--- src/rtl/maxnet_frontend_if.sv ---
// Stream bundle between host and the Maxnet frontend: operand words in, result words out.
interface maxnet_frontend_if #(
  parameter int unsigned W = 32
) ();
  logic         in_valid;
  logic         in_ready;
  logic [W-1:0] in_data;
  logic         res_valid;
  logic         res_ready;
  logic [W-1:0] res_data;
  logic         res_err;

  // Host side: produces operand words, consumes results.
  modport master (
    output in_valid, in_data, res_ready,
    input  in_ready, res_valid, res_data, res_err
  );

  // Frontend side.
  modport slave (
    input  in_valid, in_data, res_ready,
    output in_ready, res_valid, res_data, res_err
  );
endinterface

--- src/rtl/maxnet_frontend.sv ---
// Maxnet host-side frontend: gathers a five-word frame, kicks the core, waits for a fresh
// finish (or a watchdog abort) and hands the captured result back on a valid/ready stream.
module maxnet_frontend #(
  parameter int unsigned W       = 32,
  parameter int unsigned TIMEOUT = 1024
) (
  input  logic                clk,
  input  logic                rst,
  maxnet_frontend_if.slave    bus,
  output logic                mx_start,
  output logic [W-1:0]        mx_epsilon,
  output logic [W-1:0]        mx_a1,
  output logic [W-1:0]        mx_a2,
  output logic [W-1:0]        mx_a3,
  output logic [W-1:0]        mx_a4,
  input  logic                mx_finish,
  input  logic [W-1:0]        mx_out,
  output logic                busy,
  output logic [15:0]         frame_cnt
);

  localparam int unsigned TW = (TIMEOUT > 2) ? $clog2(TIMEOUT) : 1;
  localparam logic [TW-1:0] TimerLast = TW'((TIMEOUT == 0) ? 0 : TIMEOUT - 1);

  typedef enum logic [1:0] {StLoad, StStart, StWait, StResult} state_e;

  state_e        state_q, state_d;
  logic [2:0]    idx_q;
  logic [W-1:0]  slot_q [5];
  logic          in_ready_q;
  logic          armed_q;
  logic [TW-1:0] timer_q;
  logic [W-1:0]  res_data_q;
  logic          res_err_q;
  logic [15:0]   frame_cnt_q;

  logic accept, capture, timeout, res_hs;

  // Handshake and WAIT exit conditions; a same-cycle capture suppresses the timeout.
  always_comb begin
    accept  = bus.in_valid & in_ready_q;
    capture = (state_q == StWait) & armed_q & mx_finish;
    timeout = (state_q == StWait) & (TIMEOUT != 0) & (timer_q == TimerLast) & ~capture;
    res_hs  = (state_q == StResult) & bus.res_ready;
  end

  // Next-state logic.
  always_comb begin
    state_d = state_q;
    unique case (state_q)
      StLoad:   if (accept && idx_q == 3'd4) state_d = StStart;
      StStart:  state_d = StWait;
      StWait:   if (capture || timeout) state_d = StResult;
      StResult: if (bus.res_ready) state_d = StLoad;
      default:  state_d = StLoad;
    endcase
  end

  // State, word index, ready flag and frame counter.
  always_ff @(posedge clk) begin
    if (rst) begin
      state_q     <= StLoad;
      idx_q       <= 3'd0;
      in_ready_q  <= 1'b0;
      frame_cnt_q <= 16'd0;
    end else begin
      state_q    <= state_d;
      // Registered so ready is never a combinational function of the handshake inputs.
      in_ready_q <= (state_d == StLoad);
      if (accept) idx_q <= idx_q + 3'd1;
      if (res_hs) begin
        idx_q       <= 3'd0;
        frame_cnt_q <= frame_cnt_q + 16'd1;
      end
    end
  end

  // Operand slots; only written by accepted words, so they hold through the run.
  always_ff @(posedge clk) begin
    if (rst) begin
      for (int i = 0; i < 5; i++) slot_q[i] <= '0;
    end else if (accept) begin
      slot_q[idx_q] <= bus.in_data;
    end
  end

  // Stale-finish guard and watchdog: a finish only counts after it was seen low in WAIT.
  always_ff @(posedge clk) begin
    if (rst) begin
      armed_q <= 1'b0;
      timer_q <= '0;
    end else if (state_q == StStart) begin
      armed_q <= 1'b0;
      timer_q <= '0;
    end else if (state_q == StWait) begin
      if (!mx_finish) armed_q <= 1'b1;
      timer_q <= timer_q + 1'b1;
    end
  end

  // Result capture; held unchanged while RESULT waits for the consumer.
  always_ff @(posedge clk) begin
    if (rst) begin
      res_data_q <= '0;
      res_err_q  <= 1'b0;
    end else if (capture) begin
      res_data_q <= mx_out;
      res_err_q  <= 1'b0;
    end else if (timeout) begin
      res_data_q <= '0;
      res_err_q  <= 1'b1;
    end
  end

  assign bus.in_ready  = in_ready_q;
  assign bus.res_valid = (state_q == StResult);
  assign bus.res_data  = res_data_q;
  assign bus.res_err   = res_err_q;
  assign mx_start      = (state_q == StStart);
  assign busy          = (state_q == StStart) || (state_q == StWait);
  assign frame_cnt     = frame_cnt_q;
  assign mx_epsilon    = slot_q[0];
  assign mx_a1         = slot_q[1];
  assign mx_a2         = slot_q[2];
  assign mx_a3         = slot_q[3];
  assign mx_a4         = slot_q[4];

endmodule

--- src/flat_wrapper.sv ---
// flat-port wrapper written by rule: the top's interface ports become plain ports
module maxnet_frontend_flat 
#(
  parameter int unsigned W       = 32,
  parameter int unsigned TIMEOUT = 1024
)
  (clk, rst, mx_start, mx_epsilon, mx_a1, mx_a2, mx_a3, mx_a4, mx_finish, mx_out, busy, frame_cnt, bus_in_valid, bus_in_data, bus_res_ready, bus_in_ready, bus_res_valid, bus_res_data, bus_res_err);
  maxnet_frontend_if #(.W(W)) bus_i ();
  input  logic clk;
  input  logic rst;
  output logic mx_start;
  output logic [W-1:0] mx_epsilon;
  output logic [W-1:0] mx_a1;
  output logic [W-1:0] mx_a2;
  output logic [W-1:0] mx_a3;
  output logic [W-1:0] mx_a4;
  input  logic mx_finish;
  input  logic [W-1:0] mx_out;
  output logic busy;
  output logic [15:0] frame_cnt;
  input wire logic [$bits(bus_i.in_valid)-1:0] bus_in_valid;
  input wire logic [$bits(bus_i.in_data)-1:0] bus_in_data;
  input wire logic [$bits(bus_i.res_ready)-1:0] bus_res_ready;
  output wire logic [$bits(bus_i.in_ready)-1:0] bus_in_ready;
  output wire logic [$bits(bus_i.res_valid)-1:0] bus_res_valid;
  output wire logic [$bits(bus_i.res_data)-1:0] bus_res_data;
  output wire logic [$bits(bus_i.res_err)-1:0] bus_res_err;
  assign bus_i.in_valid = bus_in_valid;
  assign bus_i.in_data = bus_in_data;
  assign bus_i.res_ready = bus_res_ready;
  assign bus_in_ready = bus_i.in_ready;
  assign bus_res_valid = bus_i.res_valid;
  assign bus_res_data = bus_i.res_data;
  assign bus_res_err = bus_i.res_err;
  maxnet_frontend #(.W(W), .TIMEOUT(TIMEOUT)) u_core (.clk(clk), .rst(rst), .bus(bus_i), .mx_start(mx_start), .mx_epsilon(mx_epsilon), .mx_a1(mx_a1), .mx_a2(mx_a2), .mx_a3(mx_a3), .mx_a4(mx_a4), .mx_finish(mx_finish), .mx_out(mx_out), .busy(busy), .frame_cnt(frame_cnt));
endmodule
--- config.mk ---
export PLATFORM = sky130hd
export DESIGN_NAME = maxnet_frontend_flat
export DESIGN_NICKNAME = d
export VERILOG_FILES = /design/src/rtl/maxnet_frontend_if.sv /design/src/rtl/maxnet_frontend.sv /design/src/flat_wrapper.sv
export SDC_FILE = /design/constraint.sdc
export NUM_CORES = 1
export LEC_CHECK = 0
export CAP_MARGIN = 20
export CORE_ASPECT_RATIO = 1.5
export CORE_MARGIN = 1
export CORE_UTILIZATION = 55
export DETAILED_ROUTE_END_ITERATION = 6
export DONT_BUFFER_PORTS = 1
export GPL_TIMING_DRIVEN = 0
export PLACE_DENSITY_LB_ADDON = 0.12
export SLEW_MARGIN = 40
export SYNTH_ARGS = -nofsm -noshare
export SYNTH_HDL_FRONTEND = slang
export SYNTH_SLANG_ARGS = --single-unit
--- constraint.sdc ---
create_clock -name clk -period 3 [get_ports clk]
set_input_delay 0.9 -clock clk [delete_from_list [all_inputs] [get_ports clk]]
set_output_delay 0.9 -clock clk [all_outputs]
set_load 0.01 [all_outputs]
==> run_results.csv <==
group,metric,value,unit
status,status,"finished, final reports clean",
routing,drc,0,
routing,drt_iter0_drc,219,
worst_setup_path,cp.arrival,2.81,ns
yosys,synth_flop_cell,"edfxtp_1",
worst_setup_path,r2r_cells,5,
yosys,syn-num-nets,711,
clock_tree,tritoncts,"built",
yosys,synth_top_area_cell,"edfxtp_1",
timing,fin_crit_sh,0.873,
routing,vias,4985,
clock_tree,cts_resized,0,
worst_setup_path,cp_max_fo,23,
clock_tree,root_buffer,"clkbuf_16",
floorplan,row_count,55,
timing,setup_viol_count_final,0,
placed_design,place_hpwl,13700,um
layout,drive_gt1_frac,0.0997,
yosys,synth_area_per_cell,13.7,sq um
clock_tree,cts_max_level,1,
worst_setup_path,required,3.19,ns
worst_setup_path,worstReg2RegEnd,"u_core.slot_q[0][7]$_SDFFCE_PN0P_",
routing,wire_per_inst,22.8,um
placed_design,gp_congestion,0.780,
layout,seqCellArea,6130,sq um
yosys,synth_top_cell_area_share,0.553,
global_route,grt_overflow_total,0,
yosys,syn-cell-area,8690,sq um
layout,n_fill_cell,1201,
timing,relSlewSlack,0.510,
timing,fin_setup_tns,0,ns
worst_setup_path,cp_num_cells,5,
global_route,grt_pass1_wl,29900,um
yosys,synthCells,633,
timing,finalCriticalPeriod,2.62,ns
global_route,antenna_found_initial,0,
power_and_ir_drop,power_density,649,nW/um^2
floorplan,die_w,105,um
routing,routed_wl,19800,um
floorplan,pin_count,282,
floorplan,die_h,156,um
floorplan,die_area,16300,sq um
yosys,yosysWarnings,0,
worst_setup_path,worstPathCellList,"clkbuf_1 > nor3_1 > clkbuf_1 > a21o_2 > buf_16",
timing,rsz0062_at_grt,"no",
placed_design,placed_area,8950,sq um
power_and_ir_drop,power,6260,uW
yosys,synth.area.top_cells,"edfxtp_1, dfxtp_1, and2_1",
yosys,yosysSeqAreaShare,0.705,
yosys,ys_ff_latch,226,
yosys,synth_common_cells,"edfxtp_1, and2_1, dfxtp_1, nor2_1, and3_1",
timing,max_slew.worst_pin.slew,0.729,ns
power_and_ir_drop,peakVddDrop,418,uV
routing,first_pass_iters,4,
clock_tree,ctsLongestPathBuffers,3,
worst_setup_path,cp_slowest_cell,"nor3_1",
layout,area_delta_synth_final,10.9,%
worst_setup_path,setup.worst_path.start,"rst",
yosys,ys_types,45,
clock_tree,clock_latency,0.49,ns
layout,final_util,0.631,
worst_setup_path,cpMostUsedCell,"clkbuf_1",
worst_setup_path,reg2reg_from,"u_core.bus.in_ready$_SDFF_PP0_",
clock_tree,cts_made_buffers,21,
floorplan,core,15300,sq um
layout,finalNetCount,735,
timing,maxSlewViolCount,0,
worst_hold_path,hold_class,"reg -> reg",
worst_setup_path,r2r_slack,0.41,ns
clock_tree,cts.clk_slew.worst_paths,0.06,ns
worst_setup_path,path_class,"in -> reg",
clock_tree,clock-sinks,226,
layout,diodes,0,
global_route,grt_pass1_vias,5202,
yosys,synth-edff-count,160,
yosys,yosysMostFrequentCell,"edfxtp_1",
routing,vias_per_cell,5.72,
global_route,grt_max_degree,33,
timing,fin_skew,0.00435,ns
worst_setup_path,crit_end,"u_core.slot_q[0][7]$_SDFFCE_PN0P_",
run,cap_violations,0,
placed_design,port_buffers,0,
worst_setup_path,cp_top_family,"buffers and inverters",
worst_setup_path,start_kind,"primary input",
power_and_ir_drop,p_leak,0.00365,uW
layout,multiInputGateArea,2390,sq um
yosys,async_flop_share,0,
global_route,grt_usage,0.241,
worst_setup_path,cp-end-kind,"flip-flop",
routing,ant_nets,0,
floorplan,start_util,0.569,
worst_hold_path,hold_depth,2,
clock_tree,cts_hold_buffers,0,
worst_setup_path,path_buf_inv,3,
worst_setup_path,critPathMaxStageDelay,0.66,ns
layout,post-route-cell-area,9640,sq um
clock_tree,cts_setup_buffers,0,
timing,max_freq,0.382,GHz
timing,hold_viol,0,
## per-stage QoR
step	setup WS, ns	std cells	hold WS, ns
after global placement	-0.728	832	0.447
final	0.380	871	0.485
after CTS	0.115	870	0.482
after floorplan	0.197	633	0.429
after global routing	0.170	871	0.535
after detailed placement	-0.392	832	0.466
## cells in the final DEF (no fill, tap or decap), types with 5 or more instances in the layout
master	instances
ha_1	9
inv_1	7
a21oi_1	5
nor2_1	59
buf_1	6
clkbuf_16	21
a22oi_1	32
clkinv_1	6
buf_4	5
dfxtp_1	66
nand3_1	8
nor3_1	8
clkinv_2	5
edfxtp_1	160
clkbuf_2	9
clkbuf_1	16
xnor2_1	12
and3_1	36
nand2_1	11
xor2_1	9
and2_1	129
## report_power, final
part,switching [uW],total [uW],internal (uW)
registers,106,3550,3440
logic,115,151,36.3
clock network,1100,2560,1450
total,1320,6260,4930
## cell families after synthesis
| group | Yosys count | synth area share |
|---|---|---|
| adders and majority gates | 9 | 0.0130 |
| muxes | 4 | 0.00518 |
| xor gates and xnor gates | 21 | 0.0212 |
| and+or+nand+nor | 282 | 0.191 |
| buffers and inverters | 43 | 0.0222 |
| DFF | 226 | 0.705 |
| AOI/OAI and AO/OA | 48 | 0.0427 |
## how the worst min path moves through the flow
stage	startpoint	to	slack [ns]
2_1_floorplan	u_core.armed_q$_SDFFE_PP0P_	u_core.armed_q$_SDFFE_PP0P_	0.43
6_report	u_core.armed_q$_SDFFE_PP0P_	u_core.armed_q$_SDFFE_PP0P_	0.48
5_1_grt	u_core.armed_q$_SDFFE_PP0P_	u_core.armed_q$_SDFFE_PP0P_	0.54
3_5_place_dp	u_core.armed_q$_SDFFE_PP0P_	u_core.armed_q$_SDFFE_PP0P_	0.47
3_3_place_gp	u_core.armed_q$_SDFFE_PP0P_	u_core.armed_q$_SDFFE_PP0P_	0.45
4_1_cts	u_core.armed_q$_SDFFE_PP0P_	u_core.armed_q$_SDFFE_PP0P_	0.48
## area by class of cell
type	instances	area share
inverter	7	0.00273
tap	199	0.0258
timing repair buffer	1	0.00286
buffer	36	0.0173
multi-input combinational	364	0.248
clock buffer	22	0.0549
sequential	226	0.636
clock inverter	16	0.0134
## state kept, by name, summed over array words and instances (netlist names)
register,flops
u_core.slot_q,160
u_core.armed_q,1
u_core.bus.res_err,1
u_core.timer_q,10
u_core.bus.in_ready,1
u_core.idx_q,3
u_core.state_q,2
u_core.bus.res_data,32
u_core.frame_cnt,16
## worst min-delay path, stage by stage, from the launching register on
cell     delay [ns]
dfxtp_1        0.33
a21oi_1        0.04
nor2_1         0.08
## metal layers
layer | wire length, um | part of all wire | track usage
met5 | 0 | 0 | 0
met4 | 634 | 0.032 | 0.0932
met3 | 1700 | 0.086 | 0.0731
met2 | 10300 | 0.52 | 0.435
met1 | 7250 | 0.37 | 0.266
(Power assumes the default switching activity.)
